`config.mk`:
```
export PLATFORM = sky130hd
export DESIGN_NAME = decode
export DESIGN_NICKNAME = d
export VERILOG_FILES = /design/src/rtl/riscv_structures_pkg.sv /design/src/rtl/regfile.sv /design/src/rtl/decode.sv
export SDC_FILE = /design/constraint.sdc
export NUM_CORES = 2
export LEC_CHECK = 0
export ABC_AREA = 0
export CAP_MARGIN = 15
export CORE_UTILIZATION = 50
export CTS_CLUSTER_DIAMETER = 150
export DETAILED_ROUTE_END_ITERATION = 8
export GPL_TIMING_DRIVEN = 0
export PLACE_DENSITY_LB_ADDON = 0.15
export SLEW_MARGIN = 20
export SYNTH_ARGS = -nofsm -noshare
export SYNTH_HDL_FRONTEND = slang
export SYNTH_SLANG_ARGS = --single-unit
```
`constraint.sdc`:
```
create_clock -name clk -period 44.3 [get_ports clk]
set_input_delay 8.86 -clock clk [delete_from_list [all_inputs] [get_ports clk]]
set_output_delay 8.86 -clock clk [all_outputs]
set_load 0.01 [all_outputs]
```
`src/rtl/riscv_structures_pkg.sv`:
```
// Shared fetch/decode/execute types, opcode constants and instruction decode helpers.
package riscv_structures;

  localparam int unsigned XLEN   = 32;
  localparam int unsigned REG_AW = 5;
  localparam int unsigned NREGS  = 32;

  localparam logic [6:0] OPC_LUI    = 7'b0110111;
  localparam logic [6:0] OPC_AUIPC  = 7'b0010111;
  localparam logic [6:0] OPC_JAL    = 7'b1101111;
  localparam logic [6:0] OPC_JALR   = 7'b1100111;
  localparam logic [6:0] OPC_BRANCH = 7'b1100011;
  localparam logic [6:0] OPC_LOAD   = 7'b0000011;
  localparam logic [6:0] OPC_STORE  = 7'b0100011;
  localparam logic [6:0] OPC_OP_IMM = 7'b0010011;
  localparam logic [6:0] OPC_OP     = 7'b0110011;
  localparam logic [6:0] OPC_SYSTEM = 7'b1110011;

  typedef enum logic [3:0] {
    ALU_ADD, ALU_SUB, ALU_SLL, ALU_SLT, ALU_SLTU,
    ALU_XOR, ALU_SRL, ALU_SRA, ALU_OR,  ALU_AND
  } alu_op_e;

  typedef struct packed {
    logic [XLEN-1:0] instruction_value;
    logic [XLEN-1:0] pc_value;
    logic            pc_r;
    logic            instr_done;
  } fe_to_de_s;

  typedef struct packed {
    logic [XLEN-1:0]   pc_value;
    logic [XLEN-1:0]   rs1_val;
    logic [XLEN-1:0]   rs2_val;
    logic [XLEN-1:0]   imm;
    logic [REG_AW-1:0] rs1;
    logic [REG_AW-1:0] rs2;
    logic [REG_AW-1:0] rd;
    logic [2:0]        funct3;
    logic              funct7_5;
    alu_op_e           alu_op;
    logic              alu_src_imm;
    logic              reg_we;
    logic              mem_re;
    logic              mem_we;
    logic              branch;
    logic              jal;
    logic              jalr;
    logic              lui;
    logic              auipc;
    logic              illegal;
    logic              instr_done;
  } de_to_ex_s;

  function automatic logic [XLEN-1:0] imm_i(input logic [31:0] ins);
    return {{20{ins[31]}}, ins[31:20]};
  endfunction

  function automatic logic [XLEN-1:0] imm_s(input logic [31:0] ins);
    return {{20{ins[31]}}, ins[31:25], ins[11:7]};
  endfunction

  function automatic logic [XLEN-1:0] imm_b(input logic [31:0] ins);
    return {{19{ins[31]}}, ins[31], ins[7], ins[30:25], ins[11:8], 1'b0};
  endfunction

  function automatic logic [XLEN-1:0] imm_u(input logic [31:0] ins);
    return {ins[31:12], 12'h000};
  endfunction

  function automatic logic [XLEN-1:0] imm_j(input logic [31:0] ins);
    return {{11{ins[31]}}, ins[31], ins[19:12], ins[20], ins[30:21], 1'b0};
  endfunction

  // Arithmetic op select; only register-register ops honour funct7[5] as SUB.
  function automatic alu_op_e alu_from_funct3(input logic [2:0] f3, input logic f7_5,
                                              input logic is_op);
    alu_op_e op;
    case (f3)
      3'b000:  op = (is_op && f7_5) ? ALU_SUB : ALU_ADD;
      3'b001:  op = ALU_SLL;
      3'b010:  op = ALU_SLT;
      3'b011:  op = ALU_SLTU;
      3'b100:  op = ALU_XOR;
      3'b101:  op = f7_5 ? ALU_SRA : ALU_SRL;
      3'b110:  op = ALU_OR;
      default: op = ALU_AND;
    endcase
    return op;
  endfunction

  function automatic alu_op_e alu_for_branch(input logic [2:0] f3);
    alu_op_e op;
    case (f3[2:1])
      2'b10:   op = ALU_SLT;
      2'b11:   op = ALU_SLTU;
      default: op = ALU_SUB;
    endcase
    return op;
  endfunction

  function automatic logic uses_rs1(input logic [6:0] opc);
    return (opc == OPC_JALR) || (opc == OPC_BRANCH) || (opc == OPC_LOAD) ||
           (opc == OPC_STORE) || (opc == OPC_OP_IMM) || (opc == OPC_OP);
  endfunction

  function automatic logic uses_rs2(input logic [6:0] opc);
    return (opc == OPC_BRANCH) || (opc == OPC_STORE) || (opc == OPC_OP);
  endfunction

  // Static decode of one instruction word; pc, operands and instr_done are filled in by the caller.
  function automatic de_to_ex_s decode_instr(input logic [31:0] ins);
    de_to_ex_s d;
    d          = '0;
    d.rs1      = ins[19:15];
    d.rs2      = ins[24:20];
    d.rd       = ins[11:7];
    d.funct3   = ins[14:12];
    d.funct7_5 = ins[30];
    d.alu_op   = ALU_ADD;
    case (ins[6:0])
      OPC_LUI: begin
        d.imm = imm_u(ins); d.reg_we = 1'b1; d.alu_src_imm = 1'b1; d.lui = 1'b1;
      end
      OPC_AUIPC: begin
        d.imm = imm_u(ins); d.reg_we = 1'b1; d.alu_src_imm = 1'b1; d.auipc = 1'b1;
      end
      OPC_JAL: begin
        d.imm = imm_j(ins); d.reg_we = 1'b1; d.jal = 1'b1;
      end
      OPC_JALR: begin
        d.imm = imm_i(ins); d.reg_we = 1'b1; d.alu_src_imm = 1'b1; d.jalr = 1'b1;
      end
      OPC_BRANCH: begin
        d.imm = imm_b(ins); d.branch = 1'b1; d.alu_op = alu_for_branch(ins[14:12]);
      end
      OPC_LOAD: begin
        d.imm = imm_i(ins); d.reg_we = 1'b1; d.alu_src_imm = 1'b1; d.mem_re = 1'b1;
      end
      OPC_STORE: begin
        d.imm = imm_s(ins); d.alu_src_imm = 1'b1; d.mem_we = 1'b1;
      end
      OPC_OP_IMM: begin
        d.imm = imm_i(ins); d.reg_we = 1'b1; d.alu_src_imm = 1'b1;
        d.alu_op = alu_from_funct3(ins[14:12], ins[30], 1'b0);
      end
      OPC_OP: begin
        d.reg_we = 1'b1;
        d.alu_op = alu_from_funct3(ins[14:12], ins[30], 1'b1);
      end
      OPC_SYSTEM: d.imm = imm_i(ins);
      default:    d.illegal = 1'b1;
    endcase
    if (d.rd == '0) d.reg_we = 1'b0;
    return d;
  endfunction

  // Bubble: fields of the NOP word, no control effect, not a completed instruction.
  function automatic de_to_ex_s make_bubble(input logic [31:0] nop, input logic [XLEN-1:0] pc);
    de_to_ex_s b;
    b             = decode_instr(nop);
    b.pc_value    = pc;
    b.alu_src_imm = 1'b0;
    b.reg_we      = 1'b0;
    b.mem_re      = 1'b0;
    b.mem_we      = 1'b0;
    b.branch      = 1'b0;
    b.jal         = 1'b0;
    b.jalr        = 1'b0;
    b.lui         = 1'b0;
    b.auipc       = 1'b0;
    b.illegal     = 1'b0;
    b.instr_done  = 1'b0;
    return b;
  endfunction

endpackage

```
`src/rtl/regfile.sv`:
```
// 32x32 integer register file: two asynchronous reads, one synchronous write, x0 hardwired to 0.
module regfile
  import riscv_structures::*;
(
  input  logic              clk,
  input  logic              reset,
  input  logic              we,
  input  logic [REG_AW-1:0] waddr,
  input  logic [XLEN-1:0]   wdata,
  input  logic [REG_AW-1:0] raddr1,
  input  logic [REG_AW-1:0] raddr2,
  output logic [XLEN-1:0]   rdata1,
  output logic [XLEN-1:0]   rdata2
);

  logic [XLEN-1:0] regs_q [NREGS];
  logic [XLEN-1:0] regs_d [NREGS];

  always_comb begin
    regs_d = regs_q;
    if (we && (waddr != '0)) regs_d[waddr] = wdata;
  end

  always_ff @(posedge clk or posedge reset) begin
    if (reset) regs_q <= '{default: '0};
    else       regs_q <= regs_d;
  end

  assign rdata1 = (raddr1 == '0) ? '0 : regs_q[raddr1];
  assign rdata2 = (raddr2 == '0) ? '0 : regs_q[raddr2];

endmodule

```
`src/rtl/decode.sv`:
```
// RV32I decode stage: field/immediate decode, operand read with writeback bypass, load-use stall.
module decode
  import riscv_structures::*;
#(
  parameter logic [31:0] NOP_INSTR = 32'h0000_0013
) (
  input  logic              clk,
  input  logic              reset,
  input  logic              en,
  input  logic              flush,
  input  fe_to_de_s         fe_to_de,
  input  logic              wb_we,
  input  logic [REG_AW-1:0] wb_rd,
  input  logic [XLEN-1:0]   wb_data,
  output logic              stall,
  output de_to_ex_s         de_to_ex
);

  de_to_ex_s         de_to_ex_q, de_to_ex_d;
  de_to_ex_s         dec_c, bubble_c, rst_bubble_c;
  logic [REG_AW-1:0] rs1_addr, rs2_addr;
  logic [XLEN-1:0]   rdata1, rdata2;
  logic [6:0]        opc;
  logic              hazard_c;
  logic              unused_pc_r;

  assign opc         = fe_to_de.instruction_value[6:0];
  assign rs1_addr    = fe_to_de.instruction_value[19:15];
  assign rs2_addr    = fe_to_de.instruction_value[24:20];
  assign unused_pc_r = fe_to_de.pc_r;

  regfile u_regfile (
    .clk    (clk),
    .reset  (reset),
    .we     (wb_we),
    .waddr  (wb_rd),
    .wdata  (wb_data),
    .raddr1 (rs1_addr),
    .raddr2 (rs2_addr),
    .rdata1 (rdata1),
    .rdata2 (rdata2)
  );

  // Decode incoming word; a same-cycle writeback to a source wins over the stored value.
  always_comb begin
    dec_c            = decode_instr(fe_to_de.instruction_value);
    dec_c.pc_value   = fe_to_de.pc_value;
    dec_c.instr_done = fe_to_de.instr_done;
    dec_c.rs1_val    = (wb_we && (wb_rd == rs1_addr) && (rs1_addr != '0)) ? wb_data : rdata1;
    dec_c.rs2_val    = (wb_we && (wb_rd == rs2_addr) && (rs2_addr != '0)) ? wb_data : rdata2;
  end

  assign bubble_c     = make_bubble(NOP_INSTR, de_to_ex_q.pc_value);
  assign rst_bubble_c = make_bubble(NOP_INSTR, '0);

  // Load in execute whose destination feeds a source the incoming format actually reads.
  assign hazard_c = de_to_ex_q.instr_done && de_to_ex_q.mem_re && (de_to_ex_q.rd != '0) &&
                    ((uses_rs1(opc) && (de_to_ex_q.rd == rs1_addr)) ||
                     (uses_rs2(opc) && (de_to_ex_q.rd == rs2_addr)));

  assign stall = hazard_c && !flush && !reset;

  always_comb begin
    de_to_ex_d = de_to_ex_q;
    if (flush)     de_to_ex_d = bubble_c;
    else if (en)   de_to_ex_d = stall ? bubble_c : dec_c;
  end

  always_ff @(posedge clk or posedge reset) begin
    if (reset) de_to_ex_q <= rst_bubble_c;
    else       de_to_ex_q <= de_to_ex_d;
  end

  assign de_to_ex = de_to_ex_q;

endmodule
```
==> reports/results.tsv <==
stage	metric	value	unit
cts	root buffer cell	sky130_fd_sc_hd__clkbuf_16	
global_routing	antenna violations before repair	4	
timing	achievable clock frequency	48.5	MHz
detailed_routing	Post-DRT Antenna Nets	0	
finish	Register Area	29700	sq um
cts	clock tree from TritonCTS	built	
critical_path	required arrival time at the worst endpoint	35.44	ns
finish	Syn-to-layout area delta	15.7	%
yosys	most frequent cells after synthesis	sky130_fd_sc_hd__dfrtp_1 (1,186), sky130_fd_sc_hd__mux2_2 (1,039), sky130_fd_sc_hd__mux4_2 (465)	
yosys	FFs w/ async S/R, synth	100	%
timing	relative slew slack	11.3	%
timing	time the final worst path needs with I/O delays and setup	20.62	ns
timing	Final Hold Fails	0	
floorplanning	horizontal die dimension	350	um
flow_run	max-cap violations	0	
cts	number of buffers added by the clock tree synthesis step	132	
power	Static Leak	0.0300	uW
floorplanning	Die Ht	350	um
yosys	share of the yosys chip area belonging to registers	49.0	%
yosys	most used standard cell by instance count after synthesis	sky130_fd_sc_hd__dfrtp_1	
floorplanning	Placement Rows	127	
cts	Clock Tree Buf Depth	3	
floorplanning	total I/O pin count	271	
finish	fin util	58.4	%
power	internal power	2290	uW
cts	clock edge transition at the registers on the reported setup and hold paths	0.06	ns
cts	hold buffer count at CTS	0	
critical_path	Worst R2R Setup Slack	40.99	ns
yosys	area leader, netlist	sky130_fd_sc_hd__dfrtp_1	
placement	count of placed standard cells including taps	6002	
min_path	HP Class	reg2reg	
detailed_routing	DRC	0	
yosys	Unique masters post-synth	65	
floorplanning	Initial Util	50.5	%
critical_path	maximum fanout along the worst path	10	
detailed_routing	total number of vias	42600	
timing	final number of max-transition violations	0	
yosys	YS warnings	0	
global_routing	global routing usage summed across all routing layers	36.7	%
power	switching power as a share of total power	27.7	%
cts	insertion delay to the later sink of the worst-skew pair	0.77	ns
detailed_routing	detailed-routing iteration count for the pre-antenna-repair pass	8	
power	overall power of the completed layout	3160	uW
timing	setup repair after global routing missed its margin	false	
power	net switching power	876	uW
finish	final net count	4633	
yosys	register bit count reported by yosys	1186	
detailed_routing	vias per cell	6.82	
timing	sum of negative setup slack	0	ns
floorplanning	floorplan die area	123000	sq um
placement	placed wire-length estimate	156000	um
timing	least setup slack across all paths after layout	23.68	ns
yosys	Mapped Nets	4219	
placement	post-placement worst setup slack	23.77	ns
cts	number of sinks handled by clock tree synthesis	1186	
global_routing	first-pass GRT wire length	315000	um
power	PwrDens	45.1	nW/um^2
finish	share of final-layout standard cells stronger than drive strength 1	40.3	%
yosys	count of flip-flops with a built-in enable after synthesis	0	
critical_path	crit end category	output port	
power	part of the total power dissipated in sequential elements	44.5	%
global_routing	total global routing overflow	0	
critical_path	crit path kind	in2out	
finish	Layout Cells excl Fill	6245	
yosys	area of the mapped netlist	60600	sq um
cts	number of levels in the clock H-tree	4	
timing	transition time at the pin with the least slew margin	1.33	ns
cts	post-CTS repair timing setup buffer count	0	
global_routing	number of global-route vias before repair	42800	
timing	Setup violations, final	0	
global_routing	pin count of the biggest net entering global routing	105	
power	worst ir drop on vdd	0.0397	mV
floorplanning	total core area	120000	sq um
cts	post-cts repair resize count	0	
placement	Buffers on Ports	259	
status	status	complete, no violations	
yosys	cell types with the largest area share after synthesis	sky130_fd_sc_hd__dfrtp_1 (49%), sky130_fd_sc_hd__mux2_2 (19%), sky130_fd_sc_hd__mux4_2 (17%)	
detailed_routing	DRC violation total after the first TritonRoute iteration	5203	
placement	weighted congestion at the end of routability-driven global placement	0.985	
power	combinational cell fraction of total power	19.8	%
detailed_routing	per-cell routed wire length	35.5	um
yosys	Post-Syn Instances	4111	
timing	skew final	0.0306	ns
yosys	predominant post-synthesis flop cell	sky130_fd_sc_hd__dfrtp_1	
yosys	share of the synthesized area in the top cell type	49.0	%
power	clock network power share	35.7	%
timing	final critical-path share of the clock period	46.5	%
critical_path	crit path launch type	input port	
finish	number of fillers in the final layout	9508	
detailed_routing	total wire length after detailed routing	222000	um
critical_path	arrival time worst endpoint	11.76	ns
yosys	Mean Syn Cell Area	14.7	sq um
finish	footprint of the multi-input gates	29000	sq um
## power groups by stage
stage	Combinational, uW	Clock, uW	Sequential (uW)
final	627	1130	1410
after global routing	656	1180	1430
after CTS	620	1130	1400
after detailed placement	618	0	1420
after global placement	600	0	1410
after floorplan	437	0	1380
## sequential cells by signal, indices dropped and copies added (netlist names)
name / flops
de_to_ex: 162
u_regfile.regs_q: 1024
## stage by stage
step	hold WS (ns)	instance area, sq um
2_1_floorplan	0.441	60600
3_3_place_gp	0.452	65200
3_5_place_dp	0.465	65600
4_1_cts	0.481	70000
5_1_grt	0.489	70100
6_report	0.479	70100
## worst max-delay path, stage by stage
cell and delay (ns):
sky130_fd_sc_hd__clkdlybuf4s50_1 0.42, sky130_fd_sc_hd__buf_2 0.20, sky130_fd_sc_hd__a21boi_0 0.30, sky130_fd_sc_hd__nand4_1 0.23, sky130_fd_sc_hd__o22ai_2 0.33, sky130_fd_sc_hd__and2_4 0.19
sky130_fd_sc_hd__buf_6 0.17, sky130_fd_sc_hd__buf_2 0.38, sky130_fd_sc_hd__clkdlybuf4s50_1 0.66
## cell usage in the layout, fill, tap and decap left out, drive strengths merged, types with 37 or more instances in the layout
master and count:
dfrtp 1186, mux2 1097, clkbuf 485, mux4 465, clkdlybuf4s50 259, buf 198
o22ai 124, mux2i 106, o21ai 91, nand2 83, nor3 73, a22oi 49
nor2 48, a221o 42, a22o 37
## worst paths after layout
| path | from | end | cells past startpoint |
|---|---|---|---|
| max | fe_to_de[38] | stall | 9 |
| max in group asynchronous | reset | u_regfile.regs_q[341]$_DFFE_PP0P_ | 5 |
| min reg2reg | de_to_ex[1]$_DFFE_PP0P_ | de_to_ex[1]$_DFFE_PP0P_ | 2 |
| min in group asynchronous | reset | de_to_ex[11]$_DFFE_PP0P_ | 2 |
| max reg2reg | de_to_ex[20]$_DFFE_PP0P_ | de_to_ex[110]$_DFFE_PP0P_ | 7 |
| min | de_to_ex[1]$_DFFE_PP0P_ | de_to_ex[1]$_DFFE_PP0P_ | 2 |
## layout make-up
type,count,share of cell area [%]
antenna,7,0.0250
sequential,1186,42.4
clock inverter,34,0.634
buffer,461,2.79
timing repair buffer,280,4.30
clock buffer,201,5.64
multi-input combinational,2456,41.3
tap,1612,2.88
inverter,8,0.0536
## logic make-up after synthesis
group | after synthesis | share of synthesized area [%]
AO/OA/AOI/OAI | 458 | 5.36
multiplexers | 1668 | 39.4
buffers and inverters | 469 | 3.26
XOR/XNOR | 21 | 0.304
flip-flops | 1186 | 49.0
adder cells (fa/ha/maj) | 1 | 0.0165
AND/OR/NAND/NOR | 308 | 2.63
## metal layers
| metal | vias to the layer above | part of all wire [%] | GRT usage (%) |
|---|---|---|---|
| met4 | 2 | 6.9 | 22.6 |
| met3 | 587 | 10 | 9.80 |
| met1 | 22600 | 39 | 48.8 |
| li1 | 16700 | - | - |
| met5 | - | 0.0063 | 0 |
| met2 | 2634 | 44 | 53.9 |
Power figures use the tool's default switching activity.
